==> src/rtl/mul_round_pack.sv <==
// Rounding and packing back end of a single-precision multiplier.
// S1 applies the selected rounding mode; S2 computes the final exponent and packs result and flags.
module mul_round_pack (
  input  logic        CLK,
  input  logic        RST,
  input  logic        in_valid,
  output logic        in_ready,
  input  logic [24:0] norm_mant,
  input  logic        sticky_in,
  input  logic [4:0]  shl,
  input  logic        ovf,
  input  logic [9:0]  ez_add,
  input  logic        den_in,
  input  logic        sign_in,
  input  logic [1:0]  special_in,
  input  logic [1:0]  rnd_mode,
  output logic        out_valid,
  input  logic        out_ready,
  output logic [31:0] result,
  output logic [2:0]  flags
);

  localparam logic [1:0] RM_RNE = 2'b00;
  localparam logic [1:0] RM_RTZ = 2'b01;
  localparam logic [1:0] RM_RUP = 2'b10;
  localparam logic [1:0] RM_RDN = 2'b11;

  localparam logic [1:0] SP_NORMAL = 2'b00;
  localparam logic [1:0] SP_ZERO   = 2'b01;
  localparam logic [1:0] SP_INF    = 2'b10;

  logic        s1_valid_reg;
  logic [24:0] s1_m25_reg;
  logic        s1_inexact_reg;
  logic        s1_sign_reg;
  logic [1:0]  s1_special_reg;
  logic [9:0]  s1_ez_reg;
  logic [4:0]  s1_shl_reg;
  logic        s1_ovf_reg;
  logic        s1_den_reg;
  logic [1:0]  s1_rnd_reg;

  logic        out_valid_reg;
  logic [31:0] result_reg;
  logic [2:0]  flags_reg;

  logic        s1_load;
  logic        s2_load;
  logic        inc;
  logic        guard_bit;
  logic        inexact_next;
  logic [24:0] m25_next;
  logic [10:0] exp_sum;
  logic [22:0] mant_field;
  logic        ovf_to_inf;
  logic [31:0] result_next;
  logic [2:0]  flags_next;

  // S2 empties into the output on out_ready; S1 can refill whenever S2 can take its contents.
  assign s2_load  = ~out_valid_reg | out_ready;
  assign s1_load  = ~s1_valid_reg | s2_load;
  assign in_ready = s1_load;

  assign guard_bit    = norm_mant[0];
  assign inexact_next = guard_bit | sticky_in;

  always_comb begin
    inc = 1'b0;
    case (rnd_mode)
      RM_RNE:  inc = guard_bit & (sticky_in | norm_mant[1]);
      RM_RTZ:  inc = 1'b0;
      RM_RUP:  inc = ~sign_in & inexact_next;
      default: inc = sign_in & inexact_next;
    endcase
  end

  assign m25_next = {1'b0, norm_mant[24:1]} + {24'b0, inc};

  // Bit 24 of the rounded mantissa means rounding carried out: bump exponent, clear fraction.
  assign exp_sum    = {s1_ez_reg[9], s1_ez_reg} + {10'b0, s1_ovf_reg}
                    - {6'b0, s1_shl_reg} + {10'b0, s1_m25_reg[24]};
  assign mant_field = s1_m25_reg[24] ? 23'b0 : s1_m25_reg[22:0];
  assign ovf_to_inf = (s1_rnd_reg == RM_RNE) |
                      ((s1_rnd_reg == RM_RUP) & ~s1_sign_reg) |
                      ((s1_rnd_reg == RM_RDN) & s1_sign_reg);

  always_comb begin
    result_next = 32'b0;
    flags_next  = 3'b000;
    if (s1_special_reg == SP_NORMAL) begin
      if (s1_den_reg) begin
        result_next = {s1_sign_reg, 7'b0, s1_m25_reg[23], s1_m25_reg[22:0]};
        flags_next  = {1'b0, s1_inexact_reg, s1_inexact_reg};
      end else if ($signed(exp_sum) >= 11'sd255) begin
        result_next = ovf_to_inf ? {s1_sign_reg, 8'hFF, 23'h000000}
                                 : {s1_sign_reg, 8'hFE, 23'h7FFFFF};
        flags_next  = 3'b101;
      end else if ($signed(exp_sum) <= 11'sd0) begin
        result_next = {s1_sign_reg, 31'b0};
        flags_next  = 3'b011;
      end else begin
        result_next = {s1_sign_reg, exp_sum[7:0], mant_field};
        flags_next  = {2'b00, s1_inexact_reg};
      end
    end else if (s1_special_reg == SP_ZERO) begin
      result_next = {s1_sign_reg, 31'b0};
    end else if (s1_special_reg == SP_INF) begin
      result_next = {s1_sign_reg, 8'hFF, 23'b0};
    end else begin
      result_next = 32'h7FC00000;
    end
  end

  always_ff @(posedge CLK or negedge RST) begin
    if (!RST) begin
      s1_valid_reg   <= 1'b0;
      s1_m25_reg     <= 25'b0;
      s1_inexact_reg <= 1'b0;
      s1_sign_reg    <= 1'b0;
      s1_special_reg <= 2'b0;
      s1_ez_reg      <= 10'b0;
      s1_shl_reg     <= 5'b0;
      s1_ovf_reg     <= 1'b0;
      s1_den_reg     <= 1'b0;
      s1_rnd_reg     <= 2'b0;
      out_valid_reg  <= 1'b0;
      result_reg     <= 32'b0;
      flags_reg      <= 3'b0;
    end else begin
      if (s1_load) begin
        s1_valid_reg <= in_valid;
        if (in_valid) begin
          s1_m25_reg     <= m25_next;
          s1_inexact_reg <= inexact_next;
          s1_sign_reg    <= sign_in;
          s1_special_reg <= special_in;
          s1_ez_reg      <= ez_add;
          s1_shl_reg     <= shl;
          s1_ovf_reg     <= ovf;
          s1_den_reg     <= den_in;
          s1_rnd_reg     <= rnd_mode;
        end
      end
      if (s2_load) begin
        out_valid_reg <= s1_valid_reg;
        if (s1_valid_reg) begin
          result_reg <= result_next;
          flags_reg  <= flags_next;
        end
      end
    end
  end

  assign out_valid = out_valid_reg;
  assign result    = result_reg;
  assign flags     = flags_reg;

endmodule

==> config.mk <==
export PLATFORM = sky130hd
export DESIGN_NAME = mul_round_pack
export DESIGN_NICKNAME = d
export VERILOG_FILES = /design/src/rtl/mul_round_pack.sv
export SDC_FILE = /design/constraint.sdc
export NUM_CORES = 1
export LEC_CHECK = 0
export ABC_AREA = 1
export BUFFER_PORTS_ARGS = -buffer_cell sky130_fd_sc_hd__clkbuf_2
export CORE_MARGIN = 4
export CORE_UTILIZATION = 50
export DETAILED_ROUTE_END_ITERATION = 12
export PLACE_DENSITY = 0.74
export SKIP_CTS_REPAIR_TIMING = 1
export SKIP_LAST_GASP = 1
export SYNTH_ARGS = -nofsm -noshare
export SYNTH_HDL_FRONTEND = slang
export SYNTH_SLANG_ARGS = --single-unit
==> constraint.sdc <==
create_clock -name CLK -period 3.8 [get_ports CLK]
set_input_delay 0.76 -clock CLK [delete_from_list [all_inputs] [get_ports CLK]]
set_output_delay 0.76 -clock CLK [all_outputs]
set_load 0.005 [all_outputs]
==> impl_metrics.toml, run 1 <==
[clock_tree]
cts_inserted_buffers = 9
h-tree-depth = 3
cts_root_buffer = "clkbuf_8"
clk_path_buf_depth = 2
clk_latency_ns = 0.37
path_clk_slew_ns = 0.09
cts_sinks = 85
cts_tree = "built"

[die]
ios = 89
dieHeight_um = 108.1
die_w_um = 108.1
num_rows = 36
die-area_sq_mm = 0.01169
initial_utilization_pct = 51.28
core_area_sq_mm = 0.009774

[worst_setup_path]
worst-path-stages = 15
critPathBufInv = 1
startpoint = "s1_ez_reg[0]"
endpoint = "result[19]"
end_kind = "register"
r2r_slack_ns = 0.45
cpMostUsedCell = "nor2_1"
reg2reg_depth = 15
crit_required_ns = 4.05
crit_fanout = 23
r2r-start = "s1_ez_reg[0]"
slowest_stage = "fa_1"
cp_data_arrival_time_ns = 3.60
crit_chain = "inv_1, ha_1, fa_1, fa_1, or2_2, nor2_1, nand3_1, nor2_1, nand3_1, nor2_1, nor2_2, nand2_2, nor2_1, o21ai_1, nand2_1"
cpPeakStageDelay_ns = 0.49
rr_endpoint = "result[19]"
cp-start-kind = "register"
path_delay_family = "simple AND/OR/NAND/NOR gates"
worstSetupPathType = "register to register"

[synthesis]
yosys.area.top_type_share_pct = 42.44
synth.distinct_cells = 34
yosys_warnings = 0
synth_area_sq_mm = 0.005012
ys_seq_elements = 85
synthArstFlopShare_pct = 100.0
synth_edf_count = 0
syn-num-nets = 761
syn_inst = 688
yosysSeqAreaShare_pct = 42.44
syn_area_per_cell_sq_um = 7.285
synthFlopType = "dfrtp_1"
yosys-top-cells-area = "dfrtp_1 42%, nand2_1 16%, nor2_1 5.5%"
synth_top_area_cell = "dfrtp_1"

[global_routing]
gr-total-overflow = 0
grt_max_degree = 86
grt_pass1_wl_um = 20260
grt_pass1_vias = 4286
grt_use_total_pct = 21.79
antenna_found_initial = 0

[timing]
fin_ws_ns = 0.4480
hold_viol_final = 0
max_slew.worst_pin.slew_ns = 1.045
fin_worst_skew_ns = 0.01235
fmax_mhz = 298.3
slew_viol_final = 0
tns_ns = 0
slew-limit-headroom_pct = 30.34
fin_crit_sh_pct = 88.21
finalSetupViolCount = 0
layout_min_cycle_time_ns = 3.352
rsz0062_at_grt = "false"

[outcome]
status = "complete, no violations"

[pwr]
peakVddDrop_mv = 0.2692
power_per_cell_area_mw_per_mm2 = 531.9
p_leak_uw = 0.003078
p_total_uw = 3063

[routing]
drc = 0
drt-initial-drc-count = 284
wl_um = 12360
vias_per_cell = 5.173
via_count = 4682
wl_per_cell_um = 13.66
drt-pass1-iter-count = 5
ant_nets = 0

[place]
place_worst_setup_slack_ns = 0.5367
portBuffers = 88
place_hpwl_um = 9232
routabilityCongestion = 0.8854

[layout]
diodes = 0
syn2layout_area_growth_pct = 14.90
largest_reg_flops = 32
multi_input_comb_area_sq_mm = 0.002479
fillCellCount = 928
seqCellArea_sq_mm = 0.002127
final_common_cell = "nand2_1"
fin_nets = 840
final_cell_mix = "215 x nand2_1, 87 x clkbuf_2, 85 x dfrtp_1, 74 x nor2_1, 71 x inv_1"
drive_gt1_share_pct = 16.71

[run]
cap_violations = 0

[hold_path]
hold_class = "register to register"
area by class of cell:
class / count / area share, %
clock inverters: 6 / 1.629
well taps: 133 / 2.889
repair buffers: 93 / 8.342
clock buffers: 10 / 2.216
multi-input cells: 502 / 43.04
inverters: 76 / 4.953
flip-flops and latches: 85 / 36.93
worst min path at each step:
stage	from	endpoint	slack (ns)	cells after the start
after floorplan	s1_m25_reg[23]	s1_m25_reg[23]	0.45	2
after global placement	flags[0]	flags[0]	0.47	2
after detailed placement	result[14]	result[14]	0.47	2
after CTS	result[14]	result[14]	0.49	2
after global routing	result[14]	result[14]	0.51	2
final	result[6]	result[6]	0.49	2
tightest hold or removal path: stages, from the launching register on:
cell and delay [ns]:
dfrtp_1 0.35, nand2_1 0.05, o21ai_1 0.06
metal layers:
| metal | share of wire [%] | GRT usage (%) | routed length (um) | vias to the layer above |
|---|---|---|---|---|
| met5 | 0 | 0 | 0 | - |
| met2 | 45 | 33.79 | 5526 | 130 |
| met1 | 48 | 31.88 | 5944 | 2177 |
| met3 | 6.0 | 2.806 | 741 | 12 |
| met4 | 1.2 | 6.853 | 148 | 0 |
| li1 | - | - | - | 2363 |
metrics by stage:
stage / hold slack (ns) / utilization, % / instance area (sq um) / instances
finish: 0.4909 / 58.92 / 5759 / 905
global route: 0.5142 / 58.92 / 5759 / 905
CTS: 0.4949 / 58.92 / 5759 / 905
detailed placement: 0.4686 / 56.66 / 5538 / 889
global placement: 0.4674 / 56.66 / 5538 / 889
floorplan: 0.4492 / - / 5012 / 688
cells in the mapped netlist, types with 2 or more instances:
master / n
nand2_1: 215
dfrtp_1: 85
nor2_1: 74
inv_1: 71
o21ai_0: 54
o21ai_1: 30
nand3_1: 29
a21oi_1: 21
clkbuf_1: 20
ha_1: 19
xor2_1: 10
nand4_1: 9
o211ai_1: 6
nand2_2: 5
xnor2_1: 5
nor2_2: 4
buf_6: 3
inv_2: 3
nor4_1: 3
a31oi_1: 2
clkinv_1: 2
fa_1: 2
nand3_2: 2
nand4_2: 2
nor3_2: 2
o22ai_1: 2
where the power goes:
part	switching, uW	internal [uW]
logic	713	409
clock network	342	376
registers	129	1090
cell families (layout without fill, tap and decap cells):
logic type	after synthesis	count (layout)	share of synthesized area, %
flip-flops	85	85	42.44
adder cells (fa/ha/maj)	21	21	5.542
XOR/XNOR	15	15	2.621
AND/OR/NAND/NOR	348	348	28.91
AO/OA/AOI/OAI	118	118	12.38
buffers and inverters	101	185	8.113
No activity file was read; power rests on OpenSTA's default activity.
==> inputs of run 2 (changes only) <==
clock period = 4 ns   (was 3.8 ns; I/O delays follow)
==> impl_metrics.toml, run 2 (same netlist as run 1, synthesis figures left out) <==
[layout]
drive_gt1_share_pct = 16.73
syn2layout_area_growth_pct = 14.63
diodes = 0
fin_nets = 840
fillCellCount = 921
final_common_cell = "nand2_1"
final_cell_mix = "215 x nand2_1, 87 x clkbuf_2, 85 x dfrtp_1, 74 x nor2_1, 71 x inv_1"
largest_reg_flops = 32

[die]
die-area_sq_mm = 0.01169
initial_utilization_pct = 51.28
core_area_sq_mm = 0.009774
num_rows = 36
dieHeight_um = 108.1
ios = 89
die_w_um = 108.1

[worst_setup_path]
path_delay_family = "simple AND/OR/NAND/NOR gates"
reg2reg_depth = 15
cp-start-kind = "register"
r2r_slack_ns = 0.71
end_kind = "register"
worstSetupPathType = "register to register"
r2r-start = "s1_ez_reg[0]"
cpPeakStageDelay_ns = 0.50
worst-path-stages = 15
crit_required_ns = 4.26
cpMostUsedCell = "nor2_1"
slowest_stage = "fa_1"
cp_data_arrival_time_ns = 3.55
rr_endpoint = "result[19]"
crit_chain = "inv_1, ha_1, fa_1, fa_1, or2_2, nor2_1, nand3_1, nor2_1, nand3_1, nor2_1, nor2_2, nand2_2, nor2_1, o21ai_1, nand2_1"
crit_fanout = 23
critPathBufInv = 1

[routing]
ant_nets = 0
drt-initial-drc-count = 277
drt-pass1-iter-count = 5
drc = 0
via_count = 4661
vias_per_cell = 5.156
wl_per_cell_um = 13.79
wl_um = 12470

[timing]
fmax_mhz = 303.9
worst_hold_slack_ns = 0.4937
slew_viol_final = 0
fin_crit_sh_pct = 82.25
fin_worst_skew_ns = 0.01297
finalSetupViolCount = 0
layout_min_cycle_time_ns = 3.290
hold_viol_final = 0
max_slew.worst_pin.slew_ns = 1.098
rsz0062_at_grt = "false"
tns_ns = 0
slew-limit-headroom_pct = 26.81

[global_routing]
gr-total-overflow = 0
grt_pass1_vias = 4476
antenna_found_initial = 0
grt_pass1_wl_um = 20850
grt_max_degree = 86
grt_use_total_pct = 22.55

[clock_tree]
cts_root_buffer = "clkbuf_8"
path_clk_slew_ns = 0.08
cts_sinks = 85
cts_inserted_buffers = 9
clk_latency_ns = 0.37
h-tree-depth = 3
clk_path_buf_depth = 2
cts_tree = "built"

[pwr]
power_per_cell_area_mw_per_mm2 = 499.4
p_total_uw = 2869
peakVddDrop_mv = 0.1925
p_leak_uw = 0.003076

[hold_path]
min_to = "s1_ez_reg[1]"
min_from = "s1_ez_reg[1]"
hold_class = "register to register"
min_path_cells = 2

[place]
routabilityCongestion = 0.8819
place_hpwl_um = 9109
portBuffers = 88

[run]
cap_violations = 0

[outcome]
status = "complete, no violations"
run 2: cell count changes in the layout (fill, tap and decap cells not counted):
cell        delta
bufinv_16      -1
clkbuf_1       -1
clkbuf_8       +2
clkinv_4       +1
clkinvlp_4     -1
inv_6          -1
run 2: power breakdown:
part	internal, uW	total (uW)	switching, uW
sequential	1040	1160	121
combinational	389	1070	677
clock	324	644	320
total	1750	2870	1120
run 2: worst max-delay path by stage:
stage	from	slack, ns	endpoint
4_1_cts	s1_ez_reg[0]	0.69	result[20]
5_1_grt	s1_ez_reg[0]	0.48	result[0]
3_3_place_gp	s1_ez_reg[0]	0.81	result[11]
6_report	s1_ez_reg[0]	0.71	result[19]
2_1_floorplan	s1_m25_reg[24]	1.10	result[11]
3_5_place_dp	s1_ez_reg[0]	0.71	result[19]
run 2: worst min-delay path: cells and delay by family (launching register included):
kind / cells / cell delay, ns
DFF: 1 / 0.36
and+or+nand+nor: 2 / 0.11
run 2: per-layer routing:
metal  wire length (um)  share of wire (%)  GRT usage [%]  vias up
met5                  0                  0              0        -
met4                159                1.3          8.025        0
met3                825                6.6          4.478       18
met2               5553                 45          34.19      145
met1               5926                 48          32.30     2140
li1                   -                  -              -     2358
run 2: cell type report:
class / instances / area [sq um] / share of cell area (%)
Tap cell: 133 / 166.4 / 2.896
Inverter: 76 / 285.3 / 4.965
Timing Repair Buffer: 93 / 480.5 / 8.362
Clock inverter: 4 / 56.30 / 0.9800
Sequential cell: 85 / 2127 / 37.02
Multi-Input combinational cell: 502 / 2479 / 43.14
Clock buffer: 11 / 151.4 / 2.635
run 2: stage by stage:
step	util (%)	std cells	worst slack, ns	area, sq um
floorplan	-	688	1.096	5012
global route	58.78	904	0.4769	5746
finish	58.78	904	0.7098	5746
CTS	58.78	904	0.6905	5746
detailed placement	56.66	889	0.7073	5538
global placement	56.66	889	0.8122	5538
